`src/rtl/muldiv_seq.sv`:
```
// muldiv_seq: iterative MULT/MULTU/DIV/DIVU unit that owns HI/LO.
// Optional early multiply exit is enabled with MULDIV_EARLY_TERM_EN.
module muldiv_seq #(
  parameter int WIDTH = 32
) (
  input  logic             clk,
  input  logic             reset,
  input  logic             start,
  input  logic [1:0]       op,
  input  logic [WIDTH-1:0] a,
  input  logic [WIDTH-1:0] b,
  input  logic             hi_we,
  input  logic             lo_we,
  input  logic [WIDTH-1:0] wdata,
  output logic             busy,
  output logic             done,
  output logic [WIDTH-1:0] hi,
  output logic [WIDTH-1:0] lo
);

  localparam int CW = $clog2(WIDTH);

  typedef enum logic [1:0] {
    IDLE,
    ITER,
    FIX,
    FINISH
  } state_t;

  state_t state, state_n;

  logic [1:0]         op_q;
  logic               sign_q;
  logic               sign_r;
  logic               divz;
  logic [WIDTH-1:0]   opnd;
  logic [2*WIDTH-1:0] prod;
  logic [WIDTH-1:0]   rem;
  logic [WIDTH-1:0]   quo;
  logic [CW-1:0]      cnt;

  logic               last;
  logic               early;
  logic [WIDTH-1:0]   a_abs;
  logic [WIDTH-1:0]   b_abs;
  logic [WIDTH:0]     psum;
  logic [WIDTH:0]     trial;
  logic               ge;
  logic [2*WIDTH-1:0] m_res;
  logic [WIDTH-1:0]   q_res;
  logic [WIDTH-1:0]   r_res;

  assign a_abs = (op[0] && a[WIDTH-1]) ? -a : a;
  assign b_abs = (op[0] && b[WIDTH-1]) ? -b : b;
  assign last  = (cnt == CW'(WIDTH - 1));

  // one multiply step adds the multiplicand when the multiplier LSB is set
  assign psum = {1'b0, prod[2*WIDTH-1:WIDTH]}
              + (prod[0] ? {1'b0, opnd} : '0);

  // one restoring divide step on a WIDTH+1 bit partial remainder
  assign trial = {rem, quo[WIDTH-1]};
  assign ge    = (trial >= {1'b0, opnd});

  // zero divisor keeps an all-ones quotient regardless of sign
  assign m_res = sign_q ? -prod : prod;
  assign q_res = (sign_q && !divz) ? -quo : quo;
  assign r_res = sign_r ? -rem : rem;

`ifdef MULDIV_EARLY_TERM_EN
  logic [CW:0]      left;
  logic [WIDTH-1:0] lowmask;

  // low 'left' bits of prod are the multiplier bits not yet consumed
  assign left    = (CW + 1)'(WIDTH) - {1'b0, cnt};
  assign lowmask = ~({WIDTH{1'b1}} << left);
  assign early   = (state == ITER) && (op_q == 2'b00)
                && ((prod[WIDTH-1:0] & lowmask) == '0);
`else
  assign early = 1'b0;
`endif

  // state register
  always_ff @(posedge clk or posedge reset) begin
    if (reset) state <= IDLE;
    else       state <= state_n;
  end

  // next state and status outputs
  always_comb begin
    state_n = state;
    busy    = 1'b0;
    done    = 1'b0;
    unique case (state)
      IDLE: begin
        if (start) state_n = ITER;
      end
      ITER: begin
        busy = 1'b1;
        if (last || early) state_n = FIX;
      end
      FIX: begin
        busy    = 1'b1;
        state_n = FINISH;
      end
      FINISH: begin
        done    = 1'b1;
        state_n = IDLE;
      end
    endcase
  end

  // operand capture, iteration datapath and HI/LO writes
  always_ff @(posedge clk or posedge reset) begin
    if (reset) begin
      op_q   <= '0;
      sign_q <= 1'b0;
      sign_r <= 1'b0;
      divz   <= 1'b0;
      opnd   <= '0;
      prod   <= '0;
      rem    <= '0;
      quo    <= '0;
      cnt    <= '0;
      hi     <= '0;
      lo     <= '0;
    end else begin
      unique case (state)
        IDLE: begin
          if (start) begin
            op_q   <= op;
            sign_q <= op[0] & (a[WIDTH-1] ^ b[WIDTH-1]);
            sign_r <= op[0] & a[WIDTH-1];
            divz   <= (b == '0);
            opnd   <= op[1] ? b_abs : a_abs;
            prod   <= {{WIDTH{1'b0}}, b_abs};
            quo    <= a_abs;
            rem    <= '0;
            cnt    <= '0;
          end else begin
            if (hi_we) hi <= wdata;
            if (lo_we) lo <= wdata;
          end
        end
        ITER: begin
          cnt <= last ? '0 : cnt + 1'b1;
          if (op_q[1]) begin
            rem <= ge ? WIDTH'(trial - {1'b0, opnd})
                      : trial[WIDTH-1:0];
            quo <= {quo[WIDTH-2:0], ge};
          end else begin
`ifdef MULDIV_EARLY_TERM_EN
            if (early) prod <= prod >> left;
            else       prod <= {psum, prod[WIDTH-1:1]};
`else
            prod <= {psum, prod[WIDTH-1:1]};
`endif
          end
        end
        FIX: begin
          if (op_q[1]) begin
            hi <= r_res;
            lo <= q_res;
          end else begin
            hi <= m_res[2*WIDTH-1:WIDTH];
            lo <= m_res[WIDTH-1:0];
          end
        end
        FINISH: ;
      endcase
    end
  end

endmodule

```
`config.mk`:
```
export PLATFORM = sky130hd
export DESIGN_NAME = muldiv_seq
export DESIGN_NICKNAME = d
export VERILOG_FILES = /design/src/rtl/muldiv_seq.sv
export SDC_FILE = /design/constraint.sdc
export NUM_CORES = 1
export LEC_CHECK = 0
export ABC_AREA = 1
export CAP_MARGIN = 25
export CORE_ASPECT_RATIO = 1.5
export CORE_MARGIN = 4
export CORE_UTILIZATION = 35
export DETAILED_ROUTE_END_ITERATION = 16
export MAX_ROUTING_LAYER = met4
export PLACE_DENSITY = 0.63
export SLEW_MARGIN = 20
export SYNTH_ARGS = -nofsm -noshare
export SYNTH_HDL_FRONTEND = slang
export SYNTH_SLANG_ARGS = --single-unit
```
`constraint.sdc`:
```
create_clock -name clk -period 15.36 [get_ports clk]
set_clock_uncertainty 0.1 [all_clocks]
set_input_delay 3.84 -clock clk [delete_from_list [all_inputs] [get_ports clk]]
set_output_delay 3.84 -clock clk [all_outputs]
set_load 0.005 [all_outputs]
```
======== Word level (Yosys, flattened, before mapping) ========
Cells that the tools add are included.
operators by class
  div/mod/pow operators ................... 0
  bitwise gates (word level) .............. 3
  magnitude comparators ................... 1
  equal/unequal tests ..................... 11
  shift-type cells ........................ 0
  muxes and demuxes ....................... 33
  multiply operators ...................... 0
  reductions and logical operators ........ 16
  add/sub/neg operators ................... 8
operators by type and width
  operator                                        count
  2-to-1 mux 32 bit                               17
  one-hot mux 32 bit (2 select lines)             4
  2-to-1 mux 64 bit                               3
  negator 32 bit                                  4
  one-hot mux 64 bit (2 select lines)             1
  negator 64 bit                                  1
  adder 32 x 32 -> 33 bit                         1
  >= comparator 33 x 32 -> 1 bit                  1
  logical NOT 32 bit                              1
  subtractor 32 bit                               1
  != test 2 bit (second input constant)           7
  AND reduction 3 bit                             4
  2-to-1 mux 5 bit                                2
  one-hot mux 5 bit (2 select lines)              1
  one-hot mux 2 bit (4 select lines)              1
  AND reduction 2 bit                             3
  adder 5 x 1 -> 5 bit (second input constant)    1
  == test 5 bit (second input constant)           1
  == test 2 bit (second input constant)           2
  2-to-1 mux 2 bit                                2
  nonzero test 2 bit                              2
  logical AND 1 bit                               3
  bitwise AND 1 bit                               2
  == test 2 x 1 -> 1 bit (second input constant)  1
  5 further kinds                                 6
storage, ports and cells
  ROM bits ................................ 0
  memories ................................ 0
  output and inout port bits .............. 66
  latch bits .............................. 0
  word-level logic and storage cells ...... 84
  memory bits (writable) .................. 0
  flip-flop bits (word level) ............. 236
  bits of input ports ..................... 103

======== Logic depth before layout (Yosys ltp) ========
Gate-level depths: netlist of the first run.
  depth after elaboration ................. 5
  mapped depth ............................ 20

======== Least setup slack after synthesis of the first run ========
Ideal clock, no wire load.
  path type ............................... input to register
  start point ............................. input port b[0]
  end point ............................... register prod[16]
  stages on the path ...................... 11
  setup slack ............................. 10.037 ns
  setup time .............................. 0.127 ns
  arrival time ............................ 5.097 ns
  data required time ...................... 15.133 ns
  buffers on the path ..................... 0
  path through ............................ inv_1 -> ha_1 -> nand3_2 -> inv_1 -> nand2_1 -> nor2_1 -> nand3_2 -> o21ai_0 -> xor2_1 -> o21ai_0 -> o21ai_1
between the ends
  word-level cells in the longest chain between the ends .. 4
RTL lines
  element                              RTL line  text
  start, declared                      11        input logic [WIDTH-1:0] b,
  negator 32 bit                       54        assign b_abs = (op[0] && b[WIDTH-1]) ? -b : b;
  2-to-1 mux 32 bit                    54
  2-to-1 mux 64 bit                    130       if (start) begin
  one-hot mux 64 bit (2 select lines)  128       unique case (state)
  end signal, assigned                 136       prod <= {{WIDTH{1'b0}}, b_abs};
  end signal, assigned                 156       prod <= {psum, prod[WIDTH-1:1]};
  end, declared                        37        logic [2*WIDTH-1:0] prod;
No other way between the ends. The select of a mux whose other input is x is not followed.
A chain may end at the register's enable or synchronous reset.

======== Worst setup path in the final report of the first run ========
  start point ............................. input port start
  end point ............................... register prod[21]
between the ends
  word-level cells in the longest chain between the ends .. 2
RTL lines
  element                        RTL line  text
  start, declared                8         input logic start,
  != test 2 bit (no line)        n/a
  AND reduction 3 bit (no line)  n/a
No other way between the ends.

==> flow_metrics.tcl, run 1 <==
set metrics [dict create \
    ys_ff_latch 235 \
    nets 3685 \
    die_y_um 306.8 \
    grt_pass1_wl_mm 140.4 \
    cp.depth 10 \
    critPathSlowestCell "clkdlybuf4s50_1" \
    io_pins 169 \
    synth_edf_count 0 \
    hp-class "reg2reg" \
    rsz0062_at_grt "no" \
    start_util 0.3536 \
    critical_path_buf_inv_count 5 \
    drt_drc_violations_left 0 \
    layout_min_cycle_time_ns 6.927 \
    clock_tree.root_cell "clkbuf_16" \
    cts_htree_levels 1 \
    final_area_sq_um 24060 \
    detail_route.wl_per_cell_um 21.93 \
    antenna_found_initial 0 \
    clock_path_buffers 3 \
    port_buffers 168 \
    grt_pass1_vias 22770 \
    finalPower_mw 5.090 \
    timing.fmax_ghz 0.1444 \
    final_cell_mix "nand2_1 (920), nor2_1 (439), inv_1 (366), nand3_1 (331), o21ai_0 (268)" \
    busiest_layer "met2" \
    critPathKind "in2reg" \
    synthFlopType "dfrtp_1" \
    clock_latency_ns 0.57 \
    use_met2 0.4878 \
    worstMarginPinSlew_ns 1.187 \
    r2r_cells 11 \
    wirelength_mm 94.41 \
    ff_latch_area_sq_um 5883 \
    seq_area_frac_synth 0.2823 \
    place_hpwl_mm 75.76 \
    period_share 0.4510 \
    fill_cells 6461 \
    cp_cell_sequence "clkdlybuf4s50_1 -> nand2_1 -> inv_2 -> a21oi_2 -> inv_2 -> nand2_1 -> buf_4 -> inv_2 -> o211ai_1 -> o21ai_0" \
    detail-route-antenna-nets 0 \
    cp_top_family "buffers and inverters" \
    num_rows 109 \
    cpMostUsedCell "inv_2" \
    hold_violations 0 \
    cts_resized 0 \
    worstReg2RegEnd "prod[21]" \
    cts_setup_buffers 0 \
    clock_sinks 235 \
    layout_commonest_cell "nand2_1" \
    grt_util_met1 0.3212 \
    post_dp_cell_area_sq_um 23170 \
    setup_viol 0 \
    fin_tns_setup_ns 0 \
    multiInputGateArea_sq_um 13000 \
    grt_use_met3 0.03500 \
    num_vias 23480 \
    status "finished, final reports clean" \
    slew_viol_final 0 \
    cpPeakStageDelay_ns 0.53 \
    grt_use_total 0.2948 \
    tritoncts "built" \
    endpoint_kind "register" \
    max_cap_violations 0 \
    synth.cell_area_sq_um 20830 \
    drive_above_1_share 0.04170 \
    yosysWarnings 0 \
    numCtsBuffers 26 \
    syn_avg_cell_area_sq_um 6.111 \
    via_per_inst 5.456 \
    synth_nets 3589 \
    worstReg2RegStart "state[0]" \
    yosysUniqueCellTypes 49 \
    syn_inst 3409 \
    area_growth_pct 15.47 \
    die_area_sq_um 63570 \
    vdd_drop_max_uv 95.05 \
    ctsHoldBuffers 0 \
    grt_max_degree 144 \
    critPathCapture "prod[21]" \
    required_ns 15.68 \
    async_flop_share 1.000 \
    drtIter0Drc 2405 \
    p_per_area_nw_per_um2 211.6 \
    core-area_sq_um 58920 \
    grt-ovfl-total 0 \
    clk_pin_slew_ns 0.07 \
    r2r_slack_ns 11.43 \
    firstDrtPassIters 6 \
    worstHoldStart "cnt[4]" \
    p_leak_nw 11.77 \
    path_max_fanout 54 \
    relSlewSlack 0.2002 \
    critical_path.startpoint "start" \
    die_x_um 207.2 \
    worstPathArrival_ns 7.24 \
    crit_path_start_kind "input port" \
    place_congestion 1.017 \
]
==> worst min path at each step <==
stage | slack (ns) | end | cells past startpoint
2_1_floorplan | 0.35 | cnt[4] | 2
3_3_place_gp | 0.37 | lo[9] | 2
3_5_place_dp | 0.38 | cnt[4] | 2
4_1_cts | 0.40 | cnt[4] | 2
5_1_grt | 0.44 | lo[19] | 2
6_report | 0.39 | cnt[4] | 2
==> stage by stage <==
step                setup WS [ns]    util  hold slack, ns  std cells
floorplan                   4.974       -          0.3483       3409
global placement            7.943  0.3933          0.3677       4254
detailed placement          7.904  0.3933          0.3828       4254
CTS                         8.490  0.4082          0.3984       4302
global route                8.182  0.4082          0.4368       4302
finish                      8.433  0.4083          0.3928       4304
==> worst min-delay path, stage by stage (launching register included) <==
cell,delay (ns)
dfrtp_1,0.35
nand2_1,0.06
nand2_1,0.05
==> metal layers <==
metal	up-vias	routed length, um
met1	10840	34320
met3	304	5617
met5	-	0
met2	958	44630
li1	11380	-
met4	0	9833
==> layout make-up <==
cell class / count / share of cell area
multi-input cells: 2667 / 0.5406
clock inverters: 15 / 0.005409
inverters: 385 / 0.06044
diodes: 2 / 0.0002081
well taps: 777 / 0.04041
repair buffers: 190 / 0.07729
flip-flops and latches: 235 / 0.2446
clock buffers: 33 / 0.03110
==> cells by family (layout without fill, tap and decap cells) <==
group,after synthesis,in the layout,synth area share
and+or+nand+nor,1840,1840,0.3715
AOI/OAI and AO/OA,685,685,0.1771
buffers and inverters,507,623,0.09489
DFF,235,235,0.2823
adders and majority gates,77,77,0.04697
xor gates and xnor gates,65,65,0.02733
other,0,2,0
==> report_power, final <==
| group | switching (mW) | internal [mW] | total (mW) |
|---|---|---|---|
| sequential | 0.280 | 0.882 | 1.16 |
| clock | 0.299 | 0.365 | 0.665 |
| combinational | 2.26 | 1.00 | 3.26 |
==> cell usage after synthesis, types with 2 or more instances <==
| library cell | count | area share |
|---|---|---|
| o21bai_1 | 5 | 0.0018 |
| o21ai_0 | 268 | 0.064 |
| or2_2 | 5 | 0.0015 |
| nor2_1 | 441 | 0.079 |
| fa_1 | 2 | 0.0019 |
| nor3_1 | 35 | 0.0084 |
| o21ai_1 | 40 | 0.0096 |
| ha_1 | 75 | 0.045 |
| buf_2 | 31 | 0.0074 |
| o21a_1 | 4 | 0.0014 |
| a21oi_1 | 265 | 0.064 |
| clkinv_1 | 2 | 0.00036 |
| nor4_1 | 8 | 0.0024 |
| o22ai_1 | 20 | 0.0060 |
| o221ai_1 | 4 | 0.0017 |
| a22oi_1 | 3 | 0.0011 |
| xnor2_1 | 26 | 0.011 |
| nor2_4 | 6 | 0.0032 |
| nand3b_1 | 10 | 0.0036 |
| inv_1 | 368 | 0.066 |
| a21boi_0 | 4 | 0.0014 |
| inv_2 | 14 | 0.0025 |
| buf_1 | 16 | 0.0029 |
| a21o_1 | 12 | 0.0043 |
| nand3_2 | 4 | 0.0019 |
| dfrtp_1 | 235 | 0.28 |
| nand4_1 | 44 | 0.013 |
| o31ai_1 | 3 | 0.0011 |
| o211ai_1 | 34 | 0.012 |
| nand3_1 | 331 | 0.080 |
| clkbuf_1 | 70 | 0.013 |
| o32ai_1 | 3 | 0.0013 |
| nand2_2 | 14 | 0.0042 |
| nand2_1 | 920 | 0.17 |
| nor2_2 | 16 | 0.0048 |
| a31oi_1 | 14 | 0.0042 |
| buf_6 | 4 | 0.0022 |
| xor2_1 | 39 | 0.016 |
| a21oi_2 | 4 | 0.0017 |
==> flip-flops by register name, indices dropped and copies added (netlist names), 2 cells and up <==
signal and count:
quo 32, lo 32, state 2, hi 32, prod 64, rem 32
cnt 5, opnd 32
Note: power is estimated with default switching activity, not from simulation.
==> inputs of run 2 (changes only) <==
--- a/config.mk
+++ b/config.mk
@@ -12,7 +12,7 @@
 export CORE_UTILIZATION = 35
 export DETAILED_ROUTE_END_ITERATION = 16
 export MAX_ROUTING_LAYER = met4
-export PLACE_DENSITY = 0.63
+export PLACE_DENSITY = 0.65
 export SLEW_MARGIN = 20
 export SYNTH_ARGS = -nofsm -noshare
 export SYNTH_HDL_FRONTEND = slang
==> constraint.sdc (replaced) <==
create_clock -name clk -period 6.3 [get_ports clk]
set_clock_uncertainty 0.1 [all_clocks]
set_input_delay 1.575 -clock clk [delete_from_list [all_inputs] [get_ports clk]]
set_output_delay 1.575 -clock clk [all_outputs]
set_load 0.005 [all_outputs]
==> flow_metrics.tcl, run 2 (synthesis results as in run 1) <==
set metrics [dict create \
    setup_viol 0 \
    hold_violations 0 \
    cp_cell_sequence "clkdlybuf4s50_1 -> nand2_1 -> inv_2 -> a21oi_2 -> inv_2 -> nand2_1 -> buf_4 -> inv_2 -> o211ai_1 -> o21ai_0" \
    die_x_um 207.2 \
    cts_htree_levels 1 \
    layout_min_cycle_time_ns 4.227 \
    fin_tns_setup_ns 0 \
    cpMostUsedCell "inv_2" \
    critical_path.startpoint "start" \
    required_ns 6.62 \
    place_congestion 0.9987 \
    critical_path_buf_inv_count 5 \
    cts_resized 0 \
    clk_pin_slew_ns 0.07 \
    layout_commonest_cell "nand2_1" \
    fill_cells 6499 \
    timing.hold.worst_endpoint "cnt[4]" \
    grt_pass1_vias 22970 \
    slew_viol_final 0 \
    relSlewSlack 0.2344 \
    grt_max_degree 121 \
    crit_path_start_kind "input port" \
    dp.cells 4262 \
    hp-class "reg2reg" \
    die_y_um 306.8 \
    cpPeakStageDelay_ns 0.57 \
    wirelength_mm 95.33 \
    final_cell_mix "nand2_1 (920), nor2_1 (440), inv_1 (365), nand3_1 (331), o21ai_0 (268)" \
    drtIter0Drc 2635 \
    p_per_area_nw_per_um2 526.8 \
    detail-route-antenna-nets 0 \
    critPathKind "in2reg" \
    worstMarginPinSlew_ns 1.136 \
    max_cap_violations 0 \
    stdcell_count 4316 \
    cp_top_family "buffers and inverters" \
    p_leak_nw 11.88 \
    vdd_drop_max_uv 256.7 \
    path_max_fanout 54 \
    die_area_sq_um 63570 \
    numCtsBuffers 27 \
    cts_setup_buffers 0 \
    critPathSlowestCell "clkdlybuf4s50_1" \
    place_hpwl_mm 76.48 \
    antenna_found_initial 3 \
    grt-ovfl-total 0 \
    num_vias 23980 \
    start_util 0.3536 \
    clock_tree.root_cell "clkbuf_16" \
    port_buffers 168 \
    area_growth_pct 16.56 \
    timing.fmax_ghz 0.2366 \
    via_per_inst 5.557 \
    detail_route.wl_per_cell_um 22.09 \
    clock_path_buffers 3 \
    grt_use_total 0.2944 \
    clock_latency_ns 0.58 \
    tritoncts "built" \
    rsz0062_at_grt "no" \
    clock_sinks 235 \
    io_pins 169 \
    r2r_slack_ns 2.72 \
    worstReg2RegEnd "prod[27]" \
    worstReg2RegStart "state[1]" \
    nets 3695 \
    endpoint_kind "register" \
    period_share 0.6710 \
    worstPathArrival_ns 4.55 \
    ctsHoldBuffers 0 \
    status "finished, final reports clean" \
    core-area_sq_um 58920 \
    grt_pass1_wl_mm 140.3 \
    worstHoldStart "cnt[4]" \
    drive_above_1_share 0.04413 \
    firstDrtPassIters 7 \
    drt_drc_violations_left 0 \
    largest_register_ffs 64 \
    whs_path_depth 2 \
    r2r_cells 10 \
    regMostFlops "prod" \
    num_rows 109 \
]
==> run 2: cell count changes in the layout (fill, tap and decap cells not counted), moves of 2 or more <==
cell       delta
buf_4         +6
bufinv_16     +6
clkinv_4      -3
diode_2       +2
==> run 2: where the power goes <==
group	total, mW	internal, mW	leakage [nW]	switching, mW
Combinational	8.10	2.49	8.45	5.61
Clock	1.87	1.13	0.500	0.733
Sequential	2.83	2.15	2.94	0.678
==> run 2: area by class of cell <==
type / instances / area, sq um / area share
diodes: 4 / 10.01 / 0.0004122
clock buffers: 33 / 748.2 / 0.03081
clock inverters: 16 / 274.0 / 0.01128
repair buffers: 199 / 1944 / 0.08007
well taps: 777 / 972.2 / 0.04004
inverters: 385 / 1450 / 0.05972
multi-input cells: 2667 / 13000 / 0.5354
flip-flops and latches: 235 / 5883 / 0.2423
==> run 2: through the flow <==
step	hold WS [ns]	utilization	area, sq um	setup WS [ns]	power (mW)
floorplan	0.3483	-	20840	1.547	7.545
global placement	0.3629	0.3942	23220	1.620	10.65
detailed placement	0.3668	0.3944	23240	1.539	10.72
CTS	0.3830	0.4117	24260	2.134	12.60
global route	0.4225	0.4121	24280	1.841	13.62
finish	0.3859	0.4122	24280	2.073	12.79
==> run 2: worst max-delay path by stage <==
| stage | endpoint | slack, ns | cells after the start |
|---|---|---|---|
| after detailed placement | prod[2] | 1.54 | 10 |
| final | prod[2] | 2.07 | 10 |
| after global placement | prod[2] | 1.62 | 10 |
| after floorplan | cnt[0] | 1.55 | 1 |
| after CTS | prod[2] | 2.13 | 10 |
| after global routing | prod[1] | 1.84 | 10 |
==> run 2: worst reg2reg max path, cell delays in order, from the launching register on <==
cell	delay [ns]
dfrtp_1	0.40
inv_1	0.14
ha_4	0.15
buf_4	0.76
a21oi_2	0.28
inv_2	0.17
nand2_1	0.06
buf_4	0.28
inv_2	0.73
o21ai_0	0.24
o22ai_1	0.18
==> run 2: layer usage <==
layer / share of wire / GRT usage / up-vias
met5: 0 / - / -
met4: 0.10 / 0.2298 / 0
met3: 0.061 / 0.03827 / 346
met2: 0.47 / 0.4961 / 1078
met1: 0.36 / 0.3127 / 11150
li1: - / - / 11400
==> inputs of run 3 (changes only) <==
==> constraint.sdc (replaced) <==
create_clock -name clk -period 3.88 [get_ports clk]
set_clock_uncertainty 0.1 [all_clocks]
set_input_delay 0.97 -clock clk [delete_from_list [all_inputs] [get_ports clk]]
set_output_delay 0.97 -clock clk [all_outputs]
set_load 0.005 [all_outputs]
==> flow_metrics.tcl, run 3 (synthesis results as in run 1) <==
set metrics [dict create \
    cts_htree_levels 1 \
    ff_latch_area_sq_um 5883 \
    setup_viol 0 \
    clock_latency_ns 0.58 \
    grt_pass1_vias 23110 \
    drt_drc_violations_left 0 \
    fill_cells 6425 \
    fin_util 0.4156 \
    regMostFlops "prod" \
    nets 3724 \
    cts_resized 0 \
    cts_setup_buffers 0 \
    critPathKind "reg2reg" \
    place_congestion 1.020 \
    grt-ovfl-total 0 \
    p_per_area_nw_per_um2 855.7 \
    crit_path_start_kind "register" \
    final_cell_mix "nand2_1 (920), nor2_1 (440), inv_1 (366), nand3_1 (331), o21ai_0 (268)" \
    vdd_drop_max_uv 424.1 \
    antenna_found_initial 4 \
    multiInputGateArea_sq_um 13000 \
    fin_tns_setup_ns 0 \
    slew_viol_final 0 \
    drive_above_1_share 0.05105 \
    timing.fmax_ghz 0.3139 \
    endpoint_kind "register" \
    clk_pin_slew_ns 0.07 \
    firstDrtPassIters 7 \
    status "finished, final reports clean" \
    whs_ns 0.3853 \
    rsz0062_at_grt "no" \
    place_hpwl_mm 79.69 \
    layout_commonest_cell "nand2_1" \
    port_buffers 168 \
    finalPower_mw 20.95 \
    relSlewSlack 0.3768 \
    start_util 0.3536 \
    io_pins 169 \
    max_cap_violations 0 \
    p_leak_nw 12.00 \
    num_rows 109 \
    clock_sinks 235 \
    die_x_um 207.2 \
    grt_pass1_wl_mm 143.7 \
    die_y_um 306.8 \
    hold_violations 0 \
    clock_path_buffers 3 \
    clock_tree.root_cell "clkbuf_16" \
    area_growth_pct 17.54 \
    via_per_inst 5.498 \
    grt_use_total 0.3039 \
    required_ns 4.23 \
    die_area_sq_um 63570 \
    num_vias 23890 \
    path_max_fanout 5 \
    grt_max_degree 97 \
    wirelength_mm 97.86 \
    layout_min_cycle_time_ns 3.186 \
    period_share 0.8210 \
    detail_route.wl_per_cell_um 22.52 \
    numCtsBuffers 27 \
    core-area_sq_um 58920 \
    hp-class "reg2reg" \
    detail-route-antenna-nets 0 \
    tritoncts "built" \
    worstPathArrival_ns 3.53 \
    ctsHoldBuffers 0 \
    worstMarginPinSlew_ns 0.9349 \
    largest_register_ffs 64 \
    r2r_slack_ns 0.69 \
    drtIter0Drc 2252 \
]
-- run 3: worst paths after layout --
path | from | end | cells after the start
max | opnd[0] | prod[45] | 17
min | lo[7] | lo[7] | 2
max reg2reg | opnd[0] | prod[45] | 17
min reg2reg | lo[7] | lo[7] | 2
max in group asynchronous | reset | quo[25] | 3
min in group asynchronous | reset | lo[17] | 2
-- run 3: routing by layer --
layer	wire [um]	GRT usage	up-vias
li1	-	-	11460
met1	35630	0.3267	11110
met2	46920	0.5142	991
met3	5436	0.03398	327
met4	9874	0.2320	0
met5	0	-	-
-- run 3: power by group --
group	internal, mW	total, mW	switching [mW]
Sequential	3.49	4.69	1.20
Clock	1.72	2.91	1.19
Combinational	4.17	13.4	9.19
-- run 3: stage by stage --
step           cells  setup WS [ns]  cell area [sq um]
6_report        4345         0.6944              24490
2_1_floorplan   3409        -0.2679              20840
3_3_place_gp    4292         0.5690              23500
5_1_grt         4345         0.5087              24490
4_1_cts         4342         0.7838              24480
3_5_place_dp    4292         0.5420              23500
-- run 3: critical path: stages, from the launching register on --
cell and delay [ns]:
dfrtp_1 0.61, nand2_1 0.10, inv_1 0.07, ha_1 0.13, inv_1 0.06, fa_1 0.35
inv_1 0.07, nand2_1 0.09, o21ai_1 0.42, nand2_1 0.12, nand2_1 0.11, nand2_1 0.05
nand2_1 0.14, nand2_1 0.07, nand3_1 0.16, a21oi_1 0.09, o21ai_0 0.14, o21ai_0 0.15
-- run 3: area by class of cell --
type                       count  share of cell area
inverter                     385             0.05922
timing repair buffer         228             0.08963
antenna                        3           0.0003066
sequential                   235              0.2403
tap                          777             0.03970
clock buffer                  37             0.03117
clock inverter                13            0.008738
multi-input combinational   2667              0.5310
